`config.mk`:
```
export PLATFORM = sky130hd
export DESIGN_NAME = cpu_halt_seq
export DESIGN_NICKNAME = d
export VERILOG_FILES = /design/src/rtl/cpu_halt_seq.sv
export SDC_FILE = /design/constraint.sdc
export NUM_CORES = 1
export LEC_CHECK = 0
export ABC_AREA = 1
export BUFFER_PORTS_ARGS = -buffer_cell sky130_fd_sc_hd__buf_2
export CAP_MARGIN = 30
export CORE_ASPECT_RATIO = 1.75
export CORE_UTILIZATION = 50
export DETAILED_ROUTE_END_ITERATION = 10
export PLACE_DENSITY = 0.84
export REMOVE_ABC_BUFFERS = 1
export SLEW_MARGIN = 20
export SYNTH_ARGS = -nofsm -noshare
export SYNTH_HDL_FRONTEND = slang
export SYNTH_SLANG_ARGS = --single-unit
export TNS_END_PERCENT = 100
```
`constraint.sdc`:
```
create_clock -name clk -period 3.4 [get_ports clk]
set_input_delay 0.34 -clock clk [delete_from_list [all_inputs] [get_ports clk]]
set_output_delay 0.34 -clock clk [all_outputs]
set_load 0.03 [all_outputs]
```
`src/rtl/cpu_halt_seq.sv`:
```
// Core halt/run handshake sequencer: requests a core halt, reports when clocks may be
// gated, wakes the core on wake events or SoC wire changes, and flags ack timeouts.
module cpu_halt_seq #(
   parameter int unsigned ACK_TIMEOUT = 255
) (
   input  logic        clk,
   input  logic        cptra_rst_b,
   input  logic        fw_halt_req,
   input  logic        wake_evt,
   input  logic [63:0] generic_input_wires,
   output logic        core_halt_req,
   input  logic        core_halt_ack,
   output logic        core_run_req,
   input  logic        core_run_ack,
   output logic        cpu_halt_status,
   input  logic        err_clr,
   output logic [1:0]  halt_err,
   output logic [1:0]  dbg_state_o
);

   localparam int CW = $clog2(ACK_TIMEOUT + 1);
   // The counter holds the number of full cycles already spent in the state, so the
   // ACK_TIMEOUT-th cycle without an ack is the one where it reads ACK_TIMEOUT-1.
   localparam logic [CW-1:0] TO_LAST = CW'(ACK_TIMEOUT - 1);
   localparam logic [CW-1:0] TO_MAX  = CW'(ACK_TIMEOUT);

   typedef enum logic [1:0] {
      S_RUN      = 2'd0,
      S_HALT_REQ = 2'd1,
      S_HALTED   = 2'd2,
      S_RUN_REQ  = 2'd3
   } state_e;

   state_e          state_q, state_d;
   logic [CW-1:0]   cnt_q, cnt_d;
   logic            pend_q, pend_d;
   logic [1:0]      err_q, err_d;
   logic [63:0]     gen_q;
   logic            halt_req_q, run_req_q, status_q;
   logic            wake, timeout;
   logic [1:0]      err_set;

   always_comb begin
      wake    = wake_evt | (generic_input_wires != gen_q);
      timeout = (cnt_q == TO_LAST);
      state_d = state_q;
      pend_d  = pend_q;
      err_set = 2'b00;
      case (state_q)
         S_RUN: begin
            if (fw_halt_req) state_d = S_HALT_REQ;
         end
         S_HALT_REQ: begin
            if (wake) pend_d = 1'b1;
            if (core_halt_ack) begin
               // A wake seen anywhere in the handshake skips the gated state entirely.
               state_d = (pend_q | wake) ? S_RUN_REQ : S_HALTED;
            end else if (timeout) begin
               state_d    = S_RUN;
               err_set[0] = 1'b1;
            end
         end
         S_HALTED: begin
            if (wake) state_d = S_RUN_REQ;
         end
         default: begin
            if (core_run_ack)  state_d    = S_RUN;
            else if (timeout)  err_set[1] = 1'b1;
         end
      endcase
      if (state_d == S_RUN) pend_d = 1'b0;

      cnt_d = cnt_q;
      if (state_d != state_q) begin
         cnt_d = '0;
      end else if ((state_q == S_HALT_REQ || state_q == S_RUN_REQ) && cnt_q != TO_MAX) begin
         cnt_d = cnt_q + 1'b1;
      end

      err_d = (err_q & ~{2{err_clr}}) | err_set;
   end

   always_ff @(posedge clk or negedge cptra_rst_b) begin
      if (!cptra_rst_b) begin
         state_q    <= S_RUN;
         cnt_q      <= '0;
         pend_q     <= 1'b0;
         err_q      <= 2'b00;
         gen_q      <= '0;
         halt_req_q <= 1'b0;
         run_req_q  <= 1'b0;
         status_q   <= 1'b0;
      end else begin
         state_q    <= state_d;
         cnt_q      <= cnt_d;
         pend_q     <= pend_d;
         err_q      <= err_d;
         gen_q      <= generic_input_wires;
         halt_req_q <= (state_d == S_HALT_REQ);
         run_req_q  <= (state_d == S_RUN_REQ);
         status_q   <= (state_d == S_HALTED);
      end
   end

   assign core_halt_req   = halt_req_q;
   assign core_run_req    = run_req_q;
   assign cpu_halt_status = status_q;
   assign halt_err        = err_q;
   assign dbg_state_o     = state_q;

endmodule

```
==> results of run 1 <==
-- through the flow --
stage	setup WS [ps]	area [um^2]	std cells	hold slack [ps]
2_1_floorplan	1830	3520	414	44.4
3_3_place_gp	1630	4010	575	462
3_5_place_dp	1550	4010	575	463
4_1_cts	1610	4280	588	119
5_1_grt	1370	4300	589	1.94
6_report	1630	4300	589	-33.3
-- registers in the layout, summed over array words and instances (netlist names) --
| register | cells |
|---|---|
| dbg_state_o | 2 |
| halt_err | 2 |
| gen_q | 64 |
| cpu_halt_status | 1 |
| cnt_q | 8 |
| core_halt_req | 1 |
| core_run_req | 1 |
| pend_q | 1 |
-- cells by family (layout without fill, tap and decap cells) --
group,count (synthesis),count (layout),synth area share [%]
adders and majority gates,2,2,0.711
buffers and inverters,80,171,8.53
DFF,80,80,56.9
AOI/OAI and AO/OA,15,15,2.63
and+or+nand+nor,210,210,24.6
xor gates and xnor gates,27,27,6.72
-- worst reg2reg max path, delay by kind of cell (launching register included) --
kind	cells	cell delay, ps
buf+inv	1	70
fa+ha+maj	1	220
simple gates	5	580
xor+xnor	1	180
flops	1	420
compound gates	1	200
-- per-layer routing --
layer / track usage (%) / vias up / wire (um)
met5: 0 / - / 0
met4: 10.6 / 0 / 168
met3: 5.44 / 17 / 318
met2: 37.0 / 73 / 3620
met1: 22.4 / 1276 / 2460
li1: - / 1395 / -
-- power breakdown --
group          switching (mW)  internal [mW]
sequential             0.0516           1.04
clock                   0.342          0.520
combinational           0.316          0.170
-- area by class of cell --
cell class	instances	share of cell area, %
clock inverters	1	0.117
multi-input cells	254	28.4
well taps	84	2.45
inverters	80	6.99
clock buffers	12	5.97
flip-flops and latches	80	46.6
repair buffers	78	9.50
-- how the worst max path moves through the flow --
| stage | start | end | slack, ps | depth (start not counted) |
|---|---|---|---|---|
| finish | cnt_q[1] | cnt_q[7] | 1630 | 9 |
| global route | gen_q[24] | cnt_q[7] | 1370 | 14 |
| CTS | gen_q[28] | cnt_q[7] | 1610 | 14 |
| detailed placement | generic_input_wires[28] | cnt_q[0] | 1550 | 15 |
| global placement | generic_input_wires[28] | cnt_q[1] | 1630 | 15 |
| floorplan | dbg_state_o[0] | cnt_q[0] | 1830 | 10 |
-- cell usage after synthesis (all sizes together) --
cell type and count:
or2 5, nor3b 1, dfrtp 80, inv 80, xnor2 19, xor2 8, a21oi 3, nand2 123
nand3 8, ha 2, nor3 1, o22ai 2, nor2 62, nand4 8, o32ai 1, o21ai 9
nand3b 2
==> metrics.md, run 1 <==
| Metric | Value |
|---|---|
| Status | complete, but fails checks |
| Failing checks | hold timing |
| Final max-slew violation count | 0 |
| Slew @ Worst Pin | around 480 ps |
| Syn Inst Count | 414 |
| Drc violations | 0 |
| Top-level port count | 78 |
| Nets | between 500 and 600 |
| Antenna violations before repair | 0 |
| Num CTS Buffers | 9 |
| Synthesized area per cell | about 8.5 um^2 |
| Max-cap violation count | 0 |
| Die ar. | 7390 um^2 |
| GP Congestion | ~0.83 |
| Vias in the first global route | about 2900 |
| Worst-path clk slew | around 60 ps |
| Final setup viols | 0 |
| Final TNS setup | 0 ps |
| Clk_skew | ~4.7 ps |
| Post-CTS sizing | 0 |
| Root Driver | clkbuf_16 |
| Tmin final | 1770 ps |
| Buf+Inv Stages, Crit Path | 1 |
| Number of core rows | 40 |
| Hold WS | -33.3 ps |
| Crit-path slowest cell | dfrtp_1 |
| Die X | 65.4 um |
| Die Y | roughly 110 um |
| Register area share after synthesis | around 57% |
| Dpl hpwl | 4.98 mm |
| Initial Util | approximately half |
| R2R cell count | 9 |
| Worst reg-to-reg setup slack | roughly 1600 ps |
| Most common cell after layout, fill and taps aside | nand2_1 |
| Routed WL | 6.57 mm |
| Top cell type's share of synthesized area | 56.9% |
| Area grow syn2layout | 22.0% |
| WL/cell | roughly 11 um |
| Slew Limit Headroom | just under 70% |
| Maximum clock insertion buffer count | 2 |
| Design Power | approximately 2.4 mW |
| Filler cells | 579 |
| Core Area | about 6900 um^2 |
| Clock tree sinks | 80 |
| Worst path max stage delay | approximately 420 ps |
| Register area | roughly 2000 um^2 |
| Post-cts hold buffer count | 0 |
| Crit-path max FO | 5 |
| Yosys top cell by area | dfrtp_1 |
| Pwr per Cell Area | roughly 570 nW/um^2 |
| Area of the multi-input gates | about 1200 um^2 |
| Peak VDD IR | 0.376 mV |
| Grt ovf | 0 |
| Detail Route Antenna Nets | 0 |
| Worst Hold Class | input pin to asynchronous set/reset pin |
| CP cell instances | ha_1 -> nand2_1 -> inv_1 -> a21oi_4 -> nand4_2 -> nor2_1 -> nand3_1 -> xor2_1 -> nor2_1 |
| CTS tree | done |
| 1st-iter DRT viols | 115 |
| Critical Path Most Common Cell | nor2_1 |
| Top post-synthesis cells by area | dfrtp_1 57%, nand2_1 13%, inv_1 8.3%, nor2_1 6.4%, xnor2_1 4.7% |
| Highest-count cells in the layout ignoring fill and taps | 121 x nand2_1, 80 x dfrtp_1, 78 x inv_1 |
| Data arrival, critical path | 1990 ps |
| FF-to-FF End | cnt_q[7] |
| Critical path startpoint category | flop |
| Critical Path RT | around 3600 ps |
| RSZ-0062 raised after global routing | no |
| I/O Buffers | 77 |
| Post-layout util | ~63% |
| CTS H-tree lvls | 3 |
| Hold Fails Final Rpt | 37 |
| Distinct cells, synth | 24 |
| Static Leak | roughly 2.4 nW |
| Inserted Diodes | 0 |
| GRT Overall Usage | 21.0% |
| Routed via count | between 2000 and 3000 |
| Clock latency on the worst-skew pair | approximately 330 ps |
| Crit share post-route | a little over half |
| Fmax | between 0.5 and 0.6 GHz |
| Router iterations before antenna repair | 4 |
| Vias per std cell | around 4.7 |
| First-pass GRT wire length | around 12 mm |
| Share of layout cells above drive strength 1 | between 20 and 25% |
| Crit end category | flop |
| Synth warn | 0 |
| Origin of the critical flop-to-flop path | cnt_q[1] |
| Synthesis-stage register bit count | 80 |
| Synthesized cell area | between 3000 and 4000 um^2 |
| Pin count of the biggest net entering global routing | 81 |
| Worst Setup Path Type | flop to flop |
| CP top delay family | simple AND/OR/NAND/NOR gates |
| Post-CTS Setup Repair Bufs | 0 |
Note: power is estimated with default switching activity, not from simulation.
==> inputs of run 2 (changes only) <==
Clock period 3.4 ns to 1.8 ns, I/O delays scaled along.
==> metrics.md, run 2 (synthesis gave the netlist of run 1 again) <==
| Metric | Value |
|---|---|
| Clock tree sinks | 80 |
| Design Power | 5.18 mW |
| CTS tree | done |
| Most flops, register | gen_q |
| Maximum clock insertion buffer count | 2 |
| Router iterations before antenna repair | 5 |
| Sw power | about 1.5 mW |
| Static Leak | approximately 2.8 nW |
| Filler cells | about 460 |
| 1st-iter DRT viols | 99 |
| Pin count of the biggest net entering global routing | 45 |
| WL/cell | between 10 and 15 um |
| Max-cap violation count | 0 |
| Vias in the first global route | 3426 |
| Post-layout util | 74.0% |
| Die X | 65.4 um |
| Area of the multi-input gates | roughly 1300 um^2 |
| Fmax | approximately 0.55 GHz |
| Clock latency on the worst-skew pair | 340 ps |
| GP Congestion | 0.778 |
| Post-route setup slack | -32.5 ps |
| Worst Hold Class | input pin to flop |
| Routed WL | approximately 8.6 mm |
| Combinational share of power | a little under a quarter |
| Routed via count | approximately 3100 |
| Num CTS Buffers | 9 |
| GRT Overall Usage | 26.2% |
| P_int | between 3 and 4 mW |
| Grt ovf | 0 |
| Initial Util | approximately 50% |
| Sequential share of power | 39.9% |
| Dpl hpwl | about 5.3 mm |
| Root Driver | clkbuf_16 |
| Worst path max stage delay | approximately 380 ps |
| Design Area, Final | between 5000 and 6000 um^2 |
| Pre-CTS WS | 7.23 ps |
| Area grow syn2layout | 44.1% |
| Die Y | 113 um |
| Final setup viols | 10 |
| Max reg flops | between 60 and 70 |
| Status | complete, but fails checks |
| CP cell instances | nor2_1 -> nor2_1 -> nor2_1 -> nand2_1 -> nor2_2 -> nand2_2 -> nor2_4 -> nand4_1 -> nand2_2 -> nand2_4 -> nand2_2 -> nand2_2 -> nand2_4 -> nor2_1 |
| Switching share of power | between 20 and 30% |
| Clk_skew | ~6.1 ps |
| Nets | between 600 and 700 |
| Failing checks | setup timing |
| Placed inst area | between 4000 and 5000 um^2 |
| Crit share post-route | 102% |
| Critical Path RT | about 2000 ps |
| Slew Limit Headroom | between 60% and 70% |
| Largest regs | gen_q (64), cnt_q (8) |
| Worst Setup Path Type | flop to flop |
| Critical path startpoint category | flop |
| Drc violations | 0 |
| Core Area | 6860 um^2 |
| Hold Fails Final Rpt | 0 |
| Share of layout cells above drive strength 1 | about 21% |
| Final std cells w/o fill | approximately 650 |
| Highest-count cells in the layout ignoring fill and taps | 113 x nand2_1, 80 x dfrtp_1, 76 x inv_1 |
| Dpl cells | 576 |
| Slew @ Worst Pin | 560 ps |
| Most common cell after layout, fill and taps aside | nand2_1 |
| Data arrival, critical path | about 2100 ps |
| Pwr per Cell Area | just over 1000 nW/um^2 |
| RSZ-0062 raised after global routing | yes |
| Top-level port count | approximately 80 |
| Tmin final | approximately 1800 ps |
| CTS H-tree lvls | 3 |
| Antenna violations before repair | 0 |
| Inserted Diodes | 0 |
| Final max-slew violation count | 0 |
| Crit-path slowest cell | dfrtp_1 |
| Register area | ~2000 um^2 |
| Die ar. | approximately 7400 um^2 |
| Worst-path clk slew | about 60 ps |
| I/O Buffers | 77 |
| First-pass GRT wire length | approximately 14 mm |
| Number of core rows | 40 |
| Crit end category | flop |
| Crit-path max FO | 8 |
| Vias per std cell | roughly 4.8 |
| Peak VDD IR | around 0.71 mV |
| Clock group share of total power | between 30% and 40% |
| Detail Route Antenna Nets | 0 |
-- run 2: cell count changes in the layout (fill, tap and decap cells not counted), moves of 3 or more --
cell | previous run | this run
buf_2 | 76 | 59
buf_4 | 1 | 6
dlygate4sd3_1 | 0 | 54
dlymetal6s4s_1 | 0 | 11
nand2_1 | 121 | 113
nand2_2 | 1 | 7
nor2_1 | 60 | 50
nor2_2 | 2 | 10
xnor2_1 | 19 | 16
xnor2_2 | 0 | 3
-- run 2: area by class of cell --
cell class,count,share of cell area (%)
Multi-Input combinational cell,254,25.9
Timing Repair Buffer,131,20.5
Inverter,80,5.92
Clock buffer,13,4.93
Sequential cell,80,39.5
Tap cell,84,2.07
Clock inverter,3,1.28
-- run 2: what timing repair did --
| action | CTS | global route |
|---|---|---|
| cloned | 0 | 0 |
| endpoints found under the setup margin | 4 | 13 |
| gates resized for setup | 1 | 38 |
| setup buffers | 0 | 5 |
| pin swaps | 0 | 32 |
| hold endpoints to repair | 107 | 0 |
| hold buffers | 65 | 0 |
-- run 2: per-layer routing --
| metal | global-route usage (%) | wire length, um | part of all wire, % |
|---|---|---|---|
| met5 | 0 | 0 | 0 |
| met4 | 16.2 | 371 | 4.3 |
| met3 | 5.95 | 361 | 4.2 |
| met2 | 48.2 | 4850 | 56 |
| met1 | 25.2 | 3040 | 35 |
-- run 2: path summary, 6_finish.rpt --
kind	end	slack [ps]	from	cells past startpoint
worst max register to register	cnt_q[1]	-30	gen_q[26]	14
min in group asynchronous	gen_q[34]	370	cptra_rst_b	2
max in group asynchronous	gen_q[22]	860	cptra_rst_b	3
worst min register to register	halt_err[1]	540	halt_err[1]	2
worst max-delay path	cnt_q[1]	-30	gen_q[26]	14
worst min-delay path	halt_err[0]	40	err_clr	2
-- run 2: power by group through the flow --
stage | clock network [mW] | registers, mW | logic (mW)
after floorplan | 0 | 2.18 | 0.511
after global placement | 0 | 2.08 | 0.889
after detailed placement | 0 | 2.09 | 0.932
after CTS | 1.94 | 2.06 | 1.05
after global routing | 2.01 | 2.08 | 1.30
final | 1.94 | 2.07 | 1.18
-- run 2: stage by stage --
step                      TNS (ps)  hold WS, ps
after floorplan                  0         -116
after global placement           0          205
after detailed placement         0          207
after CTS                        0         36.9
after global routing         -1880         51.2
final                         -197         44.2
-- run 2: critical path, delay by kind of cell, from the launching register on --
family,cells,cell delay [ps]
AND/OR/NAND/NOR,14,1330
flip-flops,1,380
